`config.mk`:
```
export PLATFORM = sky130hd
export DESIGN_NAME = snes_pad_responder_flat
export DESIGN_NICKNAME = d
export VERILOG_FILES = /design/src/rtl/snes_pkg.sv /design/src/rtl/snes_pad_responder_if.sv /design/src/rtl/snes_sync_edge.sv /design/src/rtl/snes_pad_responder.sv /design/src/flat_wrapper.sv
export SDC_FILE = /design/constraint.sdc
export NUM_CORES = 1
export LEC_CHECK = 0
export CAP_MARGIN = 0
export CORE_MARGIN = 2
export CORE_UTILIZATION = 51
export DETAILED_ROUTE_END_ITERATION = 8
export HOLD_SLACK_MARGIN = 0.03
export PLACE_DENSITY_LB_ADDON = 0.08
export REMOVE_ABC_BUFFERS = 1
export SLEW_MARGIN = 30
export SYNTH_ARGS = -nofsm -noshare
export SYNTH_HDL_FRONTEND = slang
export SYNTH_HIERARCHICAL = 1
export SYNTH_SLANG_ARGS = --single-unit
```
`constraint.sdc`:
```
create_clock -name clock -period 2.42 [get_ports clock]
set_input_delay 0.242 -clock clock [delete_from_list [all_inputs] [get_ports clock]]
set_output_delay 0.242 -clock clock [all_outputs]
set_load 0.005 [all_outputs]
```
`src/rtl/snes_pkg.sv`:
```
// ============================================================================
// Module : snes_pkg
// Brief  : Shared SNES pad constants, button indices and responder states.
// Rev    : 1.0
// ============================================================================
`default_nettype none

package snes_pkg;

    localparam int SNES_NUM_BITS = 16;

    localparam int BTN_B      = 0;
    localparam int BTN_Y      = 1;
    localparam int BTN_SELECT = 2;
    localparam int BTN_START  = 3;
    localparam int BTN_UP     = 4;
    localparam int BTN_DOWN   = 5;
    localparam int BTN_LEFT   = 6;
    localparam int BTN_RIGHT  = 7;
    localparam int BTN_A      = 8;
    localparam int BTN_X      = 9;
    localparam int BTN_L      = 10;
    localparam int BTN_R      = 11;

    typedef enum logic [1:0] {
        ST_IDLE  = 2'd0,
        ST_LATCH = 2'd1,
        ST_SHIFT = 2'd2,
        ST_DONE  = 2'd3
    } snes_state_e;

endpackage

`default_nettype wire

```
`src/rtl/snes_pad_responder_if.sv`:
```
// ============================================================================
// Module : snes_pad_responder_if
// Brief  : Button word and host-side serial pins of the pad responder.
// Rev    : 1.0
// ============================================================================
`default_nettype none

interface snes_pad_responder_if;
    import snes_pkg::*;

    logic [SNES_NUM_BITS-1:0] buttons;
    logic                     snes_latch;
    logic                     snes_clock;
    logic                     snes_data;
    logic [4:0]               bit_count;
    logic                     frame_done;

    modport master (
        output buttons, snes_latch, snes_clock,
        input  snes_data, bit_count, frame_done
    );

    modport slave (
        input  buttons, snes_latch, snes_clock,
        output snes_data, bit_count, frame_done
    );

endinterface

`default_nettype wire

```
`src/rtl/snes_sync_edge.sv`:
```
// ============================================================================
// Module : snes_sync_edge
// Brief  : N-stage synchronizer with reset value, plus registered level/edges.
// Rev    : 1.0
// ============================================================================
`default_nettype none

module snes_sync_edge #(
    parameter int   STAGES    = 2,
    parameter logic RESET_VAL = 1'b0
) (
    input  logic clk,
    input  logic rst,
    input  logic i_async,
    output logic o_level,
    output logic o_rise,
    output logic o_fall
);

    logic [STAGES-1:0] r_sync;
    logic              r_prev;
    logic              r_rise;
    logic              r_fall;

    // r_prev doubles as the synced level, aligned with the edge pulses
    always_ff @(posedge clk) begin
        if (rst) begin
            r_sync <= {STAGES{RESET_VAL}};
            r_prev <= RESET_VAL;
            r_rise <= 1'b0;
            r_fall <= 1'b0;
        end else begin
            r_sync <= {r_sync[STAGES-2:0], i_async};
            r_prev <= r_sync[STAGES-1];
            r_rise <= r_sync[STAGES-1] & ~r_prev;
            r_fall <= ~r_sync[STAGES-1] & r_prev;
        end
    end

    assign o_level = r_prev;
    assign o_rise  = r_rise;
    assign o_fall  = r_fall;

endmodule

`default_nettype wire

```
`src/rtl/snes_pad_responder.sv`:
```
// ============================================================================
// Module : snes_pad_responder
// Brief  : Emulates an SNES pad: snapshots buttons on latch, shifts on clock.
// Rev    : 1.0
// ============================================================================
`default_nettype none

module snes_pad_responder
    import snes_pkg::*;
#(
    parameter int SYNC_STAGES    = 2,
    parameter int TIMEOUT_CYCLES = 1024
) (
    input  logic                 clock,
    input  logic                 rst,
    snes_pad_responder_if.slave  pad
);

    localparam int                c_TO_W    = $clog2(TIMEOUT_CYCLES) + 1;
    localparam logic [c_TO_W-1:0] c_TO_LAST = c_TO_W'(TIMEOUT_CYCLES - 1);
    localparam logic [4:0]        c_BC_LAST = 5'(SNES_NUM_BITS - 1);
    localparam logic [4:0]        c_BC_DONE = 5'(SNES_NUM_BITS);

    logic w_latch_level, w_latch_rise, w_latch_fall;
    logic w_clk_level, w_clk_rise, w_clk_fall;

    snes_sync_edge #(.STAGES(SYNC_STAGES), .RESET_VAL(1'b0)) u_sync_latch (
        .clk     (clock),
        .rst     (rst),
        .i_async (pad.snes_latch),
        .o_level (w_latch_level),
        .o_rise  (w_latch_rise),
        .o_fall  (w_latch_fall)
    );

    snes_sync_edge #(.STAGES(SYNC_STAGES), .RESET_VAL(1'b1)) u_sync_clock (
        .clk     (clock),
        .rst     (rst),
        .i_async (pad.snes_clock),
        .o_level (w_clk_level),
        .o_rise  (w_clk_rise),
        .o_fall  (w_clk_fall)
    );

    snes_state_e                r_state, w_state_nxt;
    logic [SNES_NUM_BITS-1:0]   r_sr, w_sr_nxt;
    logic [c_TO_W-1:0]          r_timeout, w_to_nxt;
    logic                       r_data, w_data_nxt;
    logic [4:0]                 r_bit_count, w_bc_nxt;
    logic                       r_frame_done, w_fd_nxt;

    // Latch level already covers the rising edge; sr[0] is consumed before the shift
    logic w_unused_sync;
    assign w_unused_sync = w_latch_rise ^ w_clk_level ^ w_clk_fall ^ r_sr[0];

    always_ff @(posedge clock) begin
        if (rst) begin
            r_state      <= ST_IDLE;
            r_sr         <= '0;
            r_timeout    <= '0;
            r_data       <= 1'b1;
            r_bit_count  <= '0;
            r_frame_done <= 1'b0;
        end else begin
            r_state      <= w_state_nxt;
            r_sr         <= w_sr_nxt;
            r_timeout    <= w_to_nxt;
            r_data       <= w_data_nxt;
            r_bit_count  <= w_bc_nxt;
            r_frame_done <= w_fd_nxt;
        end
    end

    // A high latch overrides everything, including a coincident clock edge
    always_comb begin
        w_state_nxt = r_state;
        if (w_latch_level) begin
            w_state_nxt = ST_LATCH;
        end else begin
            case (r_state)
                ST_LATCH: if (w_latch_fall) w_state_nxt = ST_SHIFT;
                ST_SHIFT: begin
                    if (w_clk_rise) begin
                        if (r_bit_count == c_BC_LAST) w_state_nxt = ST_DONE;
                    end else if (r_timeout == c_TO_LAST) begin
                        w_state_nxt = ST_IDLE;
                    end
                end
                default: w_state_nxt = r_state;
            endcase
        end
    end

    always_comb begin
        w_sr_nxt   = r_sr;
        w_to_nxt   = '0;
        w_data_nxt = r_data;
        w_bc_nxt   = r_bit_count;
        w_fd_nxt   = 1'b0;
        case (w_state_nxt)
            ST_IDLE: begin
                w_data_nxt = 1'b1;
                w_bc_nxt   = '0;
            end
            ST_LATCH: begin
                w_sr_nxt   = pad.buttons;
                w_data_nxt = ~pad.buttons[BTN_B];
                w_bc_nxt   = '0;
            end
            ST_SHIFT: begin
                if (r_state == ST_SHIFT) begin
                    if (w_clk_rise) begin
                        w_sr_nxt   = r_sr >> 1;
                        w_data_nxt = ~r_sr[1];
                        w_bc_nxt   = r_bit_count + 5'd1;
                    end else begin
                        w_to_nxt = r_timeout + 1'b1;
                    end
                end
            end
            ST_DONE: begin
                w_data_nxt = 1'b0;
                if (r_state == ST_SHIFT) begin
                    w_sr_nxt = r_sr >> 1;
                    w_bc_nxt = c_BC_DONE;
                    w_fd_nxt = 1'b1;
                end
            end
            default: w_data_nxt = 1'b1;
        endcase
    end

    assign pad.snes_data  = r_data;
    assign pad.bit_count  = r_bit_count;
    assign pad.frame_done = r_frame_done;

endmodule

`default_nettype wire

```
`src/flat_wrapper.sv`:
```
// flat-port wrapper written by rule: the top's interface ports become plain ports
module snes_pad_responder_flat import snes_pkg::*;
#(
    parameter int SYNC_STAGES    = 2,
    parameter int TIMEOUT_CYCLES = 1024
)
  (clock, rst, pad_buttons, pad_snes_latch, pad_snes_clock, pad_snes_data, pad_bit_count, pad_frame_done);
  snes_pad_responder_if pad_i ();
  input  logic clock;
  input  logic rst;
  input wire logic [$bits(pad_i.buttons)-1:0] pad_buttons;
  input wire logic [$bits(pad_i.snes_latch)-1:0] pad_snes_latch;
  input wire logic [$bits(pad_i.snes_clock)-1:0] pad_snes_clock;
  output wire logic [$bits(pad_i.snes_data)-1:0] pad_snes_data;
  output wire logic [$bits(pad_i.bit_count)-1:0] pad_bit_count;
  output wire logic [$bits(pad_i.frame_done)-1:0] pad_frame_done;
  assign pad_i.buttons = pad_buttons;
  assign pad_i.snes_latch = pad_snes_latch;
  assign pad_i.snes_clock = pad_snes_clock;
  assign pad_snes_data = pad_i.snes_data;
  assign pad_bit_count = pad_i.bit_count;
  assign pad_frame_done = pad_i.frame_done;
  snes_pad_responder #(.SYNC_STAGES(SYNC_STAGES), .TIMEOUT_CYCLES(TIMEOUT_CYCLES)) u_core (.clock(clock), .rst(rst), .pad(pad_i));
endmodule
```
==> results.yml <==
run_status:
  outcome: "finished clean"
timing:
  report.final.slew_viol_count: 0
  setup_violations: 0
  max_slew_margin_pct: 63.9
  tightest_slew_ps: 541
  max_freq_mhz: 439
  fin_crit_ps: 2280
  skew_ps: 7.18
  post-route-period-util_pct: 94.1
  hold_viol_final: 0
  tns_ps: 0
worst_setup_path:
  critPathRequiredTime_ps: 2610
  crit_path_start_kind: "flip-flop"
  cp_max_fo: 7
  crit_path_end_kind: "flip-flop"
  criticalPathCategory: "reg2reg"
  r2r_slack_ps: 140
  arrival_ps: 2470
cts:
  cts_tree: "done"
  clock_path_buffers: 2
  cts.htree.levels: 2
  clk-insertion-delay-late_ps: 300
  clkTransAtPathRegs_ps: 90
  numCtsBuffers: 5
  cts-root-buf: "clkbuf_8"
  clock-sinks: 43
global_routing:
  grt_pass1_vias: 2242
  grt_overflow: 0
  grt_max_degree: 32
  antenna_found_initial: 0
  grtUsageTotal_pct: 22.8
  grt_pass1_wl_mm: 9.98
worst_hold_path:
  min_path_type: "reg2reg"
drt:
  drt_wl_total_mm: 6.08
  drt-wirelength-per-cell_um: 14.6
  first_iter_violations: 122
  vias_per_cell: 5.63
  first_pass_iters: 5
  postRouteAntennaNets: 0
  vias: 2347
  drc: 0
finish:
  final_nets: 371
  diodes: 0
  final_layout_size_suffix_gt1_share_pct: 16.1
  synthToLayoutAreaGrowth_pct: 21.7
  post-route-util_pct: 63.2
place:
  io_buffers: 26
  gp_congestion: 0.893
  dp_hpwl_mm: 4.38
floorplan:
  core_mm2: 0.00501
  die-area_mm2: 0.00569
  initial_core_util_pct: 52.0
  fp-row-count: 26
  die_w_um: 75.5
  boundaryPins: 27
  die_y_um: 75.5
power_and_ir_drop:
  vdd_drop_max_mv: 0.321
  p_leak_uw: 0.00120
  power.density_mw_per_mm2: 442
logic_synthesis:
  yosysWarnings: 6
  synth_area_per_cell_um2: 8.45
  syn-cell-area_mm2: 0.00260
  syn_inst: 308
job:
  drv_cap: 0
-- sequential cells by signal, indices dropped and copies added (netlist names) --
signal                       flops
u_core/u_sync_clock/o_level      1
u_core/u_sync_clock/r_sync       2
u_core/pad.frame_done            1
u_core/u_sync_latch/o_level      1
u_core/pad.snes_data             1
u_core/pad.bit_count             5
u_core/r_sr                     15
u_core/u_sync_latch/r_sync       2
u_core/u_sync_latch/o_fall       1
u_core/u_sync_clock/o_rise       1
u_core/r_state                   2
u_core/r_timeout                11
-- critical path, cell delays in order, from the launching register on --
cell,delay (ps)
dfxtp_1,350
ha_1,160
and3_1,160
ha_1,240
nand3b_4,140
a221oi_4,270
buf_4,200
a211oi_4,50
a21o_1,210
buf_4,180
a32o_1,210
-- repair_timing --
item | CTS | global route
buffers inserted | 0 | 1
setup endpoints to repair | 0 | 1
hold buffers | 0 | 0
gates resized for setup | 0 | 0
-- metrics by stage --
stage / worst slack (ps) / instances / total power, uW / cell area, um2 / hold slack (ps)
6_report: 144 / 417 / 1400 / 3170 / 398
5_1_grt: -6.11 / 417 / 1450 / 3170 / 415
4_1_cts: 118 / 416 / 1420 / 3160 / 400
3_5_place_dp: 142 / 408 / 843 / 3050 / 386
3_3_place_gp: 159 / 408 / 842 / 3050 / 384
2_1_floorplan: -396 / 286 / 787 / 2480 / 314
-- metal layers --
metal,vias up,part of all wire [%],global-route usage [%]
li1,1187,-,-
met1,1087,46,27.0
met2,61,48,40.1
met3,12,4.2,4.23
met4,0,2.2,9.75
met5,-,0,0
-- placed cells by master, fill, tap and decap left out, types with 2 or more instances in the layout --
| cell | instances |
|---|---|
| inv_2 | 2 |
| nand3_1 | 7 |
| a211oi_4 | 2 |
| ha_1 | 5 |
| a21o_1 | 2 |
| nor3_1 | 3 |
| nor2b_1 | 5 |
| o21ai_1 | 6 |
| buf_4 | 26 |
| nor2_1 | 11 |
| xor2_1 | 2 |
| clkbuf_8 | 5 |
| o2111ai_1 | 15 |
| inv_1 | 38 |
| or2_1 | 4 |
| and3_1 | 3 |
| a21oi_1 | 7 |
| o32ai_1 | 14 |
| clkdlybuf4s50_1 | 26 |
| nand2b_1 | 2 |
| nor2_2 | 10 |
| o21ai_0 | 12 |
| nand2_1 | 24 |
| mux2i_1 | 16 |
| nor3b_1 | 2 |
| o211ai_1 | 6 |
| a211oi_1 | 14 |
| xnor2_1 | 7 |
| a211o_1 | 2 |
| o31ai_1 | 2 |
| dfxtp_1 | 43 |
-- area by class of cell --
cell class	instances	area (um2)
multi-input cells	203	1480
clock inverters	3	46.3
flip-flops and latches	43	861
repair buffers	53	475
well taps	70	87.6
clock buffers	5	68.8
fillers	462	1840
inverters	40	150
-- worst paths after layout --
| path | from | end | cells after the start |
|---|---|---|---|
| min | u_core/u_sync_clock/o_level | u_core/u_sync_clock/o_rise | 1 |
| max reg2reg | u_core/pad.bit_count[1] | u_core/r_sr[15] | 10 |
| min reg2reg | u_core/u_sync_clock/o_level | u_core/u_sync_clock/o_rise | 1 |
| max | u_core/pad.bit_count[1] | u_core/r_sr[15] | 10 |
-- power by group --
part	internal, uW	switching (uW)
Clock	311	263
Sequential	718	7.92
Combinational	53.8	47.0
Total	1080	318
Note: power is estimated with default switching activity, not from simulation.
